`config.mk`:
```
export PLATFORM = sky130hd
export DESIGN_NAME = load_store_unit
export DESIGN_NICKNAME = d
export VERILOG_FILES = /design/src/rtl/lsu_pkg.sv /design/src/rtl/lsu_lane_align.sv /design/src/rtl/load_store_unit.sv
export SDC_FILE = /design/constraint.sdc
export NUM_CORES = 1
export LEC_CHECK = 0
export CORE_ASPECT_RATIO = 1.25
export CORE_UTILIZATION = 38
export DETAILED_ROUTE_END_ITERATION = 7
export GPL_TIMING_DRIVEN = 0
export PLACE_DENSITY_LB_ADDON = 0.05
export SLEW_MARGIN = 25
export SYNTH_ARGS = -nofsm -noshare
export SYNTH_HDL_FRONTEND = slang
export SYNTH_SLANG_ARGS = --single-unit
```
`constraint.sdc`:
```
create_clock -name clk -period 4.1 [get_ports clk]
set_clock_uncertainty 0.15 [all_clocks]
set_input_delay 1.23 -clock clk [delete_from_list [all_inputs] [get_ports clk]]
set_output_delay 1.23 -clock clk [all_outputs]
set_load 0.1 [all_outputs]
```
`src/rtl/lsu_pkg.sv`:
```
// Shared definitions for the load/store unit: access size encodings,
// FSM states, the default data-memory limit and the request error check.
package lsu_pkg;

  typedef enum logic [1:0] {
    SIZE_BYTE = 2'b00,
    SIZE_HALF = 2'b01,
    SIZE_WORD = 2'b10,
    SIZE_ILL  = 2'b11
  } lsu_size_e;

  typedef enum logic [1:0] {
    ST_IDLE   = 2'b00,
    ST_ACCESS = 2'b01,
    ST_RESP   = 2'b10
  } lsu_state_e;

  localparam logic [31:0] LSU_DMEM_LIMIT_DEFAULT = 32'h003F_FFFF;

  // A request is rejected when its size is illegal, it is not naturally
  // aligned, or it reaches past the last legal byte of data memory.
  function automatic logic lsu_req_error(input logic [1:0]  size,
                                         input logic [31:0] addr,
                                         input logic [31:0] limit);
    logic bad;
    case (size)
      SIZE_BYTE: bad = 1'b0;
      SIZE_HALF: bad = addr[0];
      SIZE_WORD: bad = (addr[1:0] != 2'b00);
      default:   bad = 1'b1;
    endcase
    return bad || (addr > limit);
  endfunction

endpackage

```
`src/rtl/lsu_lane_align.sv`:
```
// Combinational byte-lane steering for stores and lane extraction plus
// sign/zero extension for loads.
module lsu_lane_align
  import lsu_pkg::*;
(
  input  logic [1:0]  size,
  input  logic        load_unsigned,
  input  logic [1:0]  lane,
  input  logic [31:0] wdata,
  input  logic [31:0] rdata,
  output logic [31:0] wdata_lanes,
  output logic [3:0]  byte_en,
  output logic [31:0] load_data
);

  logic [7:0]  byte_s;
  logic [15:0] half_s;

  // Replicate store data across lanes and pick the lanes to enable.
  always_comb begin
    wdata_lanes = 32'h0000_0000;
    byte_en     = 4'b0000;
    case (size)
      SIZE_BYTE: begin
        wdata_lanes = {4{wdata[7:0]}};
        byte_en     = 4'b0001 << lane;
      end
      SIZE_HALF: begin
        wdata_lanes = {2{wdata[15:0]}};
        byte_en     = lane[1] ? 4'b1100 : 4'b0011;
      end
      SIZE_WORD: begin
        wdata_lanes = wdata;
        byte_en     = 4'b1111;
      end
      default: begin
        wdata_lanes = 32'h0000_0000;
        byte_en     = 4'b0000;
      end
    endcase
  end

  // Select the addressed byte and halfword out of the read word.
  always_comb begin
    byte_s = 8'h00;
    half_s = 16'h0000;
    case (lane)
      2'd0:    byte_s = rdata[7:0];
      2'd1:    byte_s = rdata[15:8];
      2'd2:    byte_s = rdata[23:16];
      2'd3:    byte_s = rdata[31:24];
      default: byte_s = 8'h00;
    endcase
    if (lane[1]) begin
      half_s = rdata[31:16];
    end else begin
      half_s = rdata[15:0];
    end
  end

  // Extend the selected field to 32 bits.
  always_comb begin
    load_data = 32'h0000_0000;
    case (size)
      SIZE_BYTE: load_data = load_unsigned ? {24'h00_0000, byte_s}
                                           : {{24{byte_s[7]}}, byte_s};
      SIZE_HALF: load_data = load_unsigned ? {16'h0000, half_s}
                                           : {{16{half_s[15]}}, half_s};
      SIZE_WORD: load_data = rdata;
      default:   load_data = 32'h0000_0000;
    endcase
  end

endmodule

```
`src/rtl/load_store_unit.sv`:
```
// Load/store unit: accepts one CPU request, performs a single-cycle memory
// access, then presents a response held until the CPU takes it.
module load_store_unit
  import lsu_pkg::*;
#(
  parameter logic [31:0] DMEM_LIMIT = LSU_DMEM_LIMIT_DEFAULT
) (
  input  logic        clk,
  input  logic        reset,
  input  logic        req_valid,
  output logic        req_ready,
  input  logic        req_we,
  input  logic [1:0]  req_size,
  input  logic        req_unsigned,
  input  logic [31:0] req_addr,
  input  logic [31:0] req_wdata,
  output logic        rsp_valid,
  input  logic        rsp_ready,
  output logic [31:0] rsp_rdata,
  output logic        rsp_err,
  output logic [31:0] daddr,
  output logic [31:0] dwdata,
  output logic [3:0]  dwe,
  input  logic [31:0] drdata
);

  lsu_state_e  state_r;
  lsu_state_e  state_s;
  logic        req_ready_s;
  logic        accept_s;

  logic        we_r;
  logic [1:0]  size_r;
  logic        unsigned_r;
  logic [31:0] addr_r;
  logic [31:0] wdata_r;
  logic        err_r;

  logic        rsp_valid_r;
  logic [31:0] rsp_rdata_r;
  logic        rsp_err_r;

  logic [31:0] wdata_lanes_s;
  logic [3:0]  byte_en_s;
  logic [31:0] load_data_s;
  logic [3:0]  dwe_s;

  lsu_lane_align u_align (
    .size          (size_r),
    .load_unsigned (unsigned_r),
    .lane          (addr_r[1:0]),
    .wdata         (wdata_r),
    .rdata         (drdata),
    .wdata_lanes   (wdata_lanes_s),
    .byte_en       (byte_en_s),
    .load_data     (load_data_s)
  );

  // Ready when idle, or when the pending response is being taken this cycle.
  always_comb begin
    req_ready_s = 1'b0;
    if (state_r == ST_IDLE) begin
      req_ready_s = 1'b1;
    end else if (state_r == ST_RESP) begin
      req_ready_s = rsp_ready;
    end else begin
      req_ready_s = 1'b0;
    end
  end

  assign accept_s = req_valid && req_ready_s;

  // Next-state logic; ACCESS always lasts exactly one cycle.
  always_comb begin
    state_s = state_r;
    case (state_r)
      ST_IDLE: begin
        if (accept_s) begin
          state_s = ST_ACCESS;
        end else begin
          state_s = ST_IDLE;
        end
      end
      ST_ACCESS: state_s = ST_RESP;
      ST_RESP: begin
        if (rsp_ready) begin
          state_s = accept_s ? ST_ACCESS : ST_IDLE;
        end else begin
          state_s = ST_RESP;
        end
      end
      default: state_s = ST_IDLE;
    endcase
  end

  // State register, request capture and response registers.
  always_ff @(posedge clk) begin
    if (!reset) begin
      state_r     <= ST_IDLE;
      we_r        <= 1'b0;
      size_r      <= 2'b00;
      unsigned_r  <= 1'b0;
      addr_r      <= 32'h0000_0000;
      wdata_r     <= 32'h0000_0000;
      err_r       <= 1'b0;
      rsp_valid_r <= 1'b0;
      rsp_rdata_r <= 32'h0000_0000;
      rsp_err_r   <= 1'b0;
    end else begin
      state_r <= state_s;
      if (accept_s) begin
        we_r       <= req_we;
        size_r     <= req_size;
        unsigned_r <= req_unsigned;
        addr_r     <= req_addr;
        wdata_r    <= req_wdata;
        err_r      <= lsu_req_error(req_size, req_addr, DMEM_LIMIT);
      end
      if (state_r == ST_ACCESS) begin
        rsp_valid_r <= 1'b1;
        rsp_err_r   <= err_r;
        rsp_rdata_r <= (we_r || err_r) ? 32'h0000_0000 : load_data_s;
      end else if ((state_r == ST_RESP) && rsp_ready) begin
        rsp_valid_r <= 1'b0;
      end
    end
  end

  // Write enables only for a clean store in ACCESS, gated by reset directly
  // so a reset landing mid-access cannot corrupt memory.
  always_comb begin
    dwe_s = 4'b0000;
    if (reset && (state_r == ST_ACCESS) && we_r && !err_r) begin
      dwe_s = byte_en_s;
    end else begin
      dwe_s = 4'b0000;
    end
  end

  assign req_ready = req_ready_s;
  assign rsp_valid = rsp_valid_r;
  assign rsp_rdata = rsp_rdata_r;
  assign rsp_err   = rsp_err_r;
  assign daddr     = {addr_r[31:2], 2'b00};
  assign dwdata    = wdata_lanes_s;
  assign dwe       = dwe_s;

endmodule

```
After elaboration in Yosys (flattened, before gate mapping)
Cells that the tools add are included.
{ "word_totals": {"reg_bits": 105, "in_bits": 104, "out_inout_bits": 103, "wordCells": 55} }
{ "op_classes": {"order_cmp": 1, "eq_ne": 9, "n_shift": 1, "mux": 20, "n_reduce_logical": 14} }
{ "ops": {"columns": ["op", "count"], "rows": [
  ["32-bit one-hot mux with 3 select lines", 2],
  ["32-bit 2-to-1 mux", 3],
  ["32-bit by 22-bit greater-than comparator with 1-bit output, second input constant", 1],
  ["8-bit one-hot mux with 4 select lines", 1],
  ["16-bit 2-to-1 mux", 1],
  ["4-bit one-hot mux with 3 select lines", 1],
  ["2-bit equality test, second input constant", 5],
  ["2-bit by 1-bit equality test with 1-bit output, second input constant", 4],
  ["2-bit logical NOT", 4],
  ["4-bit 2-to-1 mux", 2],
  ["1-bit 2-to-1 mux", 7],
  ["2-bit one-hot mux with 3 select lines", 1],
  ["1-bit logical AND", 5],
  ["2-bit nonzero test", 2],
  ["1-bit by 2-bit << shifter with 4-bit output, first input constant", 1],
  ["1-bit one-hot mux with 3 select lines", 1],
  ["1-bit logical OR", 2],
  ["2-bit 2-to-1 mux", 1],
  ["1-bit logical NOT", 1]
]} }

Depth between registers and ports, before layout
Gate-level depths: netlist (run 1).
{ "logic_depth": {"depth_word": 7, "depth_mapped": 7, "mapped_depth_nobuf": 4} }

Modules after synthesis
A second synthesis (run 1) with hierarchy kept.
{ "unflattened": {"cells_unflattened": 691, "hier_area_um2": 5969.5} }
{ "modules_own_cells": {"columns": ["mod", "instances", "cells_per_inst", "area_per_inst_um2", "seq_area_each_um2"], "rows": [
  ["load_store_unit", 1, 499, 4712.0, 2102.0],
  ["lsu_lane_align", 1, 192, 1257.5, 0.0]
]} }

Worst setup path after synthesis (run 1)
OpenSTA, ideal clock, no wires.
{ "synth_timing": {"path_type": "input port to output port", "startpoint": "input port reset", "endpoint": "output port dwe[2]", "t_arrival_ps": 3089, "required_time_ps": 2720, "path_slack_ps": -369, "stages": 3, "cell_sequence": "clkbuf_1 -> nand3_1 -> a21oi_1"} }
{ "synth_via": {"elab_chain_cells": 4} }
{ "synth_rtl": {"columns": ["element", "line_no", "source"], "rows": [
  ["start: declaration", "load_store_unit.sv:9", "input logic reset,"],
  ["1-bit logical AND (3 in series)", "load_store_unit.sv:133", "if (reset && (state_r == ST_ACCESS) && we_r && !err_r) begin"],
  ["4-bit 2-to-1 mux", "load_store_unit.sv:133", null],
  ["end: declaration", "load_store_unit.sv:23", "output logic [3:0] dwe,"]
]} }
No other way between the ends.

Worst setup path in the final report (run 1)
{ "layout_timing": {"startpoint": "input port rsp_ready", "endpoint": "output port req_ready"} }
{ "layout_via": {"elab_chain_cells": 2} }
{ "layout_rtl": {"columns": ["element", "line_no", "source"], "rows": [
  ["start: declaration", "load_store_unit.sv:18", "input logic rsp_ready,"],
  ["1-bit 2-to-1 mux", "load_store_unit.sv:64", "end else if (state_r == ST_RESP) begin"],
  ["1-bit 2-to-1 mux", "load_store_unit.sv:62", "if (state_r == ST_IDLE) begin"],
  ["end: declaration", "load_store_unit.sv:11", "output logic req_ready,"]
]} }
No other way between the ends.

==> key figures, run 1 <==
Status
  • Status: completed

Synth
  • Asr flop ratio synth: 0%
  • Syn Area/Cell: 7.72 µm²
  • Top cells by count, synth: nand2_1, a21oi_1, dfxtp_1
  • Register bit total from synthesis: 105
  • Most frequent cell after synthesis: nand2_1
  • Yosys top cell by area: dfxtp_1
  • Top_reg_cell synth: dfxtp_1
  • Top post-synthesis cells by area: dfxtp_1, nand2_1, a21oi_1
  • Synth Cell Area: 5000 µm²
  • Simple-Gate Fraction of Synth Area: 20.4%
  • Ys Warns: 0
  • Post-synth EDFFs: 0
  • Compound-cell area share of the yosys netlist: 23.2%
  • Post-synthesis mux area share: 3.85%
  • Syn Inst Count: 648
  • Adder-cell share of the synthesized area: 0%
  • Post-synthesis sequential area ratio: 42.0%
  • Largest family of logic cells by synthesized area: compound AO/OA/AOI/OAI gates
  • Unique masters post-synth: 42
  • Xor and xnor area share after synthesis: 0%
  • Top cell type's share of synthesized area: 42.0%

Worst setup path
  • Crit Path Class: input port to primary output
  • R2r worst-path depth: 6
  • Logic depth of the worst setup path including buffers: 4
  • Crit path largest cell delay: 0.58 ns
  • CP Data Required Time: 2.72 ns
  • Crit-path cells: clkdlybuf4s50_1, inv_1, a21oi_2, clkdlybuf4s15_2
  • Critical path peak fanout: 4
  • Crit path max-delay cell type: clkdlybuf4s15_2
  • Critical path data arrival time: 2.58 ns
  • Crit start category: input port
  • Crit path capture type: primary output
  • Number of buffers and inverters on the critical path: 3
  • Delay-heaviest family, CP: buffers and inverters

Place
  • Post-DP Area: 7260 µm²
  • HPWL Detailed: 12900 µm
  • Placer Congestion: 0.908
  • Placement Setup Slack: -0.936 ns
  • I/O Buffers: 204

Power and ir drop
  • Power Dens Cells: 411 nW/µm²
  • Sequential share of power: 35.7%
  • Clock power share: 33.2%
  • Leakage Power: 3.00 nW
  • Sw Share: 34.9%
  • Combinational power share: 31.1%
  • Switch Pwr: 0.00109 W
  • P_int: 0.00203 W
  • Peak supply drop: 0.000233 V

GRT
  • Initial antenna violation count: 0
  • Total GRT Usage: 23.7%
  • Largest net degree at the start of global routing: 17
  • Vias in the first global route: 5086
  • Total gr overflow: 0
  • Global-route wire length before repair: 25100 µm

Routing
  • DRT Pass-1 Iters: 4
  • Routed len/inst: 15.8 µm
  • Via count: 5194
  • Final ANT Viol Nets: 0
  • Vias per cell: 5.01
  • Final WL: 16400 µm
  • DRC violations left: 0
  • 1st-iter DRT viols: 191

Clocking
  • TritonCTS clock tree: yes
  • CTS buffer count: 9
  • Reg clk slew, reported paths: 0.07 ns
  • Clock Sinks: 105
  • CTS root buffer: clkbuf_16
  • Worst-skew pair later-pin latency: 0.34 ns
  • Htree depth: 3
  • Buffer depth of the longest clock path: 2

Min path
  • Worst hold stages: 2
  • Min-delay worst type: register to register

Floorplanning
  • I/O Pins: 207
  • Core area: 12800 µm²
  • Row cnt: 46
  • Initial Utilization: 39.2%
  • Die Area: 13600 µm²
  • Die Wd: 105 µm
  • Die H: 130 µm

Cells and area
  • Finished Cell Area: 7590 µm²
  • Layout fillers: 1231
  • Nets: 967
  • N_diodes: 0
  • Layout area overhead: 51.8%
  • Layout cells sized above 1: 11.9%

STA
  • Fmax: 0.253 GHz
  • Final worst setup slack: 0.141 ns
  • Rel. slew slack: 31.2%
  • Hold Vio Cnt, Final: 0
  • RSZ-0062 raised after global routing: false
  • Final setup viols: 0
  • Max-slew violation count: 0
  • Worst-Margin Slew: 1.03 ns
  • Final min period: 3.96 ns
  • Post-route clock period utilization: 96.6%

Run
  • Max Cap Violations: 0
## power groups by stage
stage / Sequential [W] / Combinational [W] / Clock [W]
after floorplan: 0.00123 / 0.000589 / 0
after global placement: 0.00114 / 0.000976 / 0
after detailed placement: 0.00114 / 0.000982 / 0
after CTS: 0.00112 / 0.000974 / 0.00106
after global routing: 0.00112 / 0.00102 / 0.00110
final: 0.00112 / 0.000971 / 0.00104
## stage by stage
stage	instances	power, W	setup TNS (ns)	utilization, %	hold slack [ns]
finish	1036	0.00312	0	59.4	0.304
global route	1036	0.00324	0	59.4	0.321
CTS	1036	0.00315	0	59.5	0.307
detailed placement	1021	0.00212	-4.15	56.8	0.296
global placement	1021	0.00211	-3.99	56.8	0.288
floorplan	649	0.00182	-1.14	-	0.286
## kinds of logic (layout without fill, tap and decap cells)
logic type / count (synthesis) / in the layout
compound gates: 202 / 202
flops: 105 / 105
buf+inv: 93 / 312
other cells: 1 / 2
mux: 18 / 18
simple gates: 229 / 229
## repair_timing
item | 4_1_cts | 5_1_grt
endpoints found under the setup margin | 29 | 16
resized for setup | 73 | 21
hold buffers | 0 | 0
gates cloned | 0 | 0
endpoints found under the hold margin | 0 | 0
setup buffers | 0 | 0
## layout make-up
type                       instances  area, µm²  area share (%)
clock inverter                     5        128            1.68
sequential                       105       2100            27.7
multi-input combinational        451       2380            31.4
clock buffer                      11        233            3.06
inverter                          11       41.3           0.544
buffer                            81        483            6.36
tap                              168        210            2.77
timing repair buffer             204       2020            26.5
## metal layers
layer  vias up  track usage, %  wire length (µm)
met5         -               0                 0
met4         0            12.2               557
met3        30            4.95               987
met2       182            43.4              8220
met1      2380            25.9              6650
li1       2602               -                 -
## layout by cell type (no fill, tap or decap), types with 4 or more instances in the layout
master           count
bufinv_16            4
a22o_1               8
buf_4               37
clkbuf_2             8
o22ai_1             13
buf_6                4
dlymetal6s2s_1       7
clkbuf_16            9
inv_1               10
o21ai_0             27
clkdlybuf4s15_2     11
nor2_1              11
a221oi_1             7
buf_2               20
a21oi_1            119
o2bb2ai_1           10
clkdlybuf4s50_1    168
clkbuf_1            23
o21ai_1              8
and2_1              18
nand2b_1             5
nand2_1            172
dfxtp_1            105
mux2i_1             17
and3b_1              8
dlygate4sd2_1        6
## flip-flops by register name, indices dropped and copies added (netlist names)
name,count
addr_r,32
err_r,1
rsp_err,1
rsp_rdata,32
rsp_valid,1
size_r,2
state_r,2
unsigned_r,1
wdata_r,32
we_r,1
## worst min-delay path: stages (launching register included)
cell	delay, ns
dfxtp_1	0.31
nand2_1	0.05
a21oi_1	0.05
## path summary, 6_finish.rpt
kind,from,endpoint,slack (ns)
setup reg to reg,addr_r[1]$_SDFFE_PN0N_,rsp_rdata[5]$_SDFFE_PN0P_,2.11
hold / removal,rsp_rdata[12]$_SDFFE_PN0P_,rsp_rdata[12]$_SDFFE_PN0P_,0.30
hold reg to reg,rsp_rdata[12]$_SDFFE_PN0P_,rsp_rdata[12]$_SDFFE_PN0P_,0.30
setup / recovery,rsp_ready,req_ready,0.14
(Power assumes the default switching activity.)
==> inputs of run 2 (changes only) <==
--- a/config.mk
+++ b/config.mk
@@ -10,6 +10,7 @@
 export DETAILED_ROUTE_END_ITERATION = 7
 export GPL_TIMING_DRIVEN = 0
 export PLACE_DENSITY_LB_ADDON = 0.05
+export SETUP_SLACK_MARGIN = 0.02
 export SLEW_MARGIN = 25
 export SYNTH_ARGS = -nofsm -noshare
 export SYNTH_HDL_FRONTEND = slang
==> key figures, run 2 (synthesized netlist as in run 1, its figures left out) <==
Status
  • Status: completed

STA
  • RSZ-0062 raised after global routing: false
  • Hold Vio Cnt, Final: 0 (unchanged)
  • Worst-Margin Slew: 1.03 ns (-0.00177 ns)
  • Post-route clock period utilization: 98.4% (+1.8 points)
  • Rel. slew slack: 31.3% (+0.12 points)
  • Setup TNS: 0 ns (unchanged)
  • Final setup viols: 0 (unchanged)
  • Fmax: 0.248 GHz (-1.8%)
  • Max-slew violation count: 0 (unchanged)
  • Final min period: 4.03 ns (+0.0746 ns)
  • Final worst setup slack: 0.0667 ns (-0.0746 ns)

Floorplanning
  • Core area: 12800 µm² (unchanged)
  • Die H: 130 µm (unchanged)
  • I/O Pins: 207 (unchanged)
  • Die Area: 13600 µm² (unchanged)
  • Die Wd: 105 µm (unchanged)
  • Row cnt: 46 (unchanged)
  • Initial Utilization: 39.2% (unchanged)

Place
  • Placer Congestion: 0.908 (unchanged)
  • Placement Setup Slack: -0.936 ns (unchanged)
  • HPWL Detailed: 12900 µm (unchanged)
  • I/O Buffers: 204 (unchanged)

Cells and area
  • Post-layout util: 59.6% (+0.13 points)
  • Storage cell area: 2100 µm² (unchanged)
  • Commonest non-fill, non-tap cells in the layout: nand2_1, clkdlybuf4s50_1, a21oi_1, dfxtp_1, buf_4
  • Commonest non-fill, non-tap cell in the layout: nand2_1
  • N_diodes: 0 (unchanged)
  • Nets: 968 (+0.10%)
  • Layout cells sized above 1: 12.0% (+0.10 points)
  • Layout fillers: 1228 (-0.24%)
  • Layout area overhead: 52.1%
  • Area of the multi-input gates: 2380 µm² (unchanged)

GRT
  • Most used routing layer: met2
  • Global-route wire length before repair: 25100 µm (+0.11%)
  • Met2 usage: 43.4% (unchanged)
  • Total gr overflow: 0 (unchanged)
  • Vias in the first global route: 5089 (+0.059%)
  • Largest net degree at the start of global routing: 17 (unchanged)
  • Total GRT Usage: 23.7% (about the same)
  • GR Util met3: 4.95% (unchanged)
  • Initial antenna violation count: 0 (unchanged)
  • Met1 GRT Util: 26.0% (+0.062 points)

Min path
  • Hold Path Origin: addr_r[4]$_SDFFE_PN0N_
  • Min-delay worst type: register to register

Worst setup path
  • Critical path peak fanout: 10 (+6)
  • RR Startpoint: addr_r[1]$_SDFFE_PN0N_
  • Critical path data arrival time: 2.65 ns (+0.07 ns)
  • Setup crit start: reset
  • CP Data Required Time: 2.72 ns (about the same)
  • Crit Path Class: input port to primary output
  • Crit start category: input port
  • Crit path capture type: primary output

Routing
  • Final ANT Viol Nets: 0 (unchanged)
  • DRC violations left: 0 (unchanged)
  • Via count: 5226 (+0.62%)
  • 1st-iter DRT viols: 191 (unchanged)
  • Vias per cell: 5.04 (+0.52%)
  • Final WL: 16400 µm (-0.21%)
  • Routed len/inst: 15.8 µm (-0.31%)
  • DRT Pass-1 Iters: 5 (+1)

Power and ir drop
  • Power Dens Cells: 410 nW/µm² (-0.34%)
  • Combinational power share: 31.1% (about the same)
  • P_int: 0.00203 W (about the same)
  • Leakage Power: 3.00 nW (about the same)
  • Switch Pwr: 0.00109 W (-0.44%)
  • Sw Share: 34.8% (-0.11 points)
  • Clock power share: 33.1% (about the same)
  • Sequential share of power: 35.8% (about the same)
  • Peak supply drop: 0.000231 V (-0.69%)

Clocking
  • Worst-skew pair later-pin latency: 0.34 ns (about the same)
  • Hold Buf Count CTS: 0 (unchanged)
  • CTS root buffer: clkbuf_16
  • Buffer depth of the longest clock path: 2 (unchanged)
  • CTS buffer count: 9 (unchanged)
  • TritonCTS clock tree: yes
  • Clock Sinks: 105 (unchanged)
  • Reg clk slew, reported paths: 0.06 ns (about the same)
  • Htree depth: 3 (unchanged)

Run
  • Max Cap Violations: 0 (unchanged)
-- run 2: cell types whose count changed in the layout (fill, tap and decap cells not counted) --
cell / delta
clkdlybuf4s15_2: -2
dlymetal6s2s_1: -1
buf_4: -3
clkdlybuf4s50_1: +1
buf_6: +3
buf_2: +1
clkbuf_2: -1
clkdlybuf4s18_2: +3
-- run 2: cell type report --
| type | count | share of cell area (%) |
|---|---|---|
| multi-input cells | 451 | 31.3 |
| flip-flops and latches | 105 | 27.6 |
| repair buffers | 204 | 26.6 |
| plain buffers | 82 | 6.41 |
| clock buffers | 11 | 3.06 |
| well taps | 168 | 2.76 |
| clock inverters | 5 | 1.68 |
| inverters | 11 | 0.543 |
-- run 2: through the flow --
step | std cells | cell area (µm²) | hold slack [ns] | power [W]
after floorplan | 649 | 5010 | 0.286 | 0.00182
after global placement | 1021 | 7260 | 0.288 | 0.00211
after detailed placement | 1021 | 7260 | 0.296 | 0.00212
after CTS | 1037 | 7620 | 0.307 | 0.00315
after global routing | 1037 | 7610 | 0.321 | 0.00324
final | 1037 | 7610 | 0.304 | 0.00312
-- run 2: power by group through the flow --
| stage | clock (W) | combinational, W | sequential [W] |
|---|---|---|---|
| final | 0.00103 | 0.000971 | 0.00112 |
| after global routing | 0.00110 | 0.00102 | 0.00112 |
| after CTS | 0.00106 | 0.000975 | 0.00112 |
| after detailed placement | 0 | 0.000982 | 0.00114 |
| after global placement | 0 | 0.000976 | 0.00114 |
| after floorplan | 0 | 0.000589 | 0.00123 |
-- run 2: worst max-delay path, stage by stage --
cell,delay [ns]
clkdlybuf4s50_1,0.52
clkbuf_2,0.24
nand3_1,0.18
nor2b_1,0.17
buf_4,0.31
-- run 2: path summary, 6_finish.rpt --
check / to / slack, ns / cells past startpoint
max: dwe[0] / 0.07 / 5
min: addr_r[4]$_SDFFE_PN0N_ / 0.30 / 2
max reg2reg: rsp_rdata[5]$_SDFFE_PN0P_ / 2.12 / 6
min reg2reg: addr_r[4]$_SDFFE_PN0N_ / 0.30 / 2
-- run 2: routing by layer --
metal	routed length [µm]	vias up
met4	558	0
met5	0	-
met1	6630	2402
met2	8170	191
met3	1020	30
li1	-	2603
-- run 2: repair_timing --
| action | in CTS | in global routing |
|---|---|---|
| setup endpoints to repair | 29 | 19 |
| buffers inserted | 0 | 0 |
| endpoints found under the hold margin | 0 | 0 |
| resized for setup | 77 | 25 |
| gates cloned | 0 | 0 |
==> inputs of run 3 (changes only) <==
--- a/config.mk
+++ b/config.mk
@@ -6,6 +6,7 @@
 export NUM_CORES = 1
 export LEC_CHECK = 0
 export CORE_ASPECT_RATIO = 1.25
+export CORE_MARGIN = 1
 export CORE_UTILIZATION = 38
 export DETAILED_ROUTE_END_ITERATION = 7
 export GPL_TIMING_DRIVEN = 0
==> results of run 3 <==
Same layout as run 2: the final DEF is identical, and so are final timing and power.
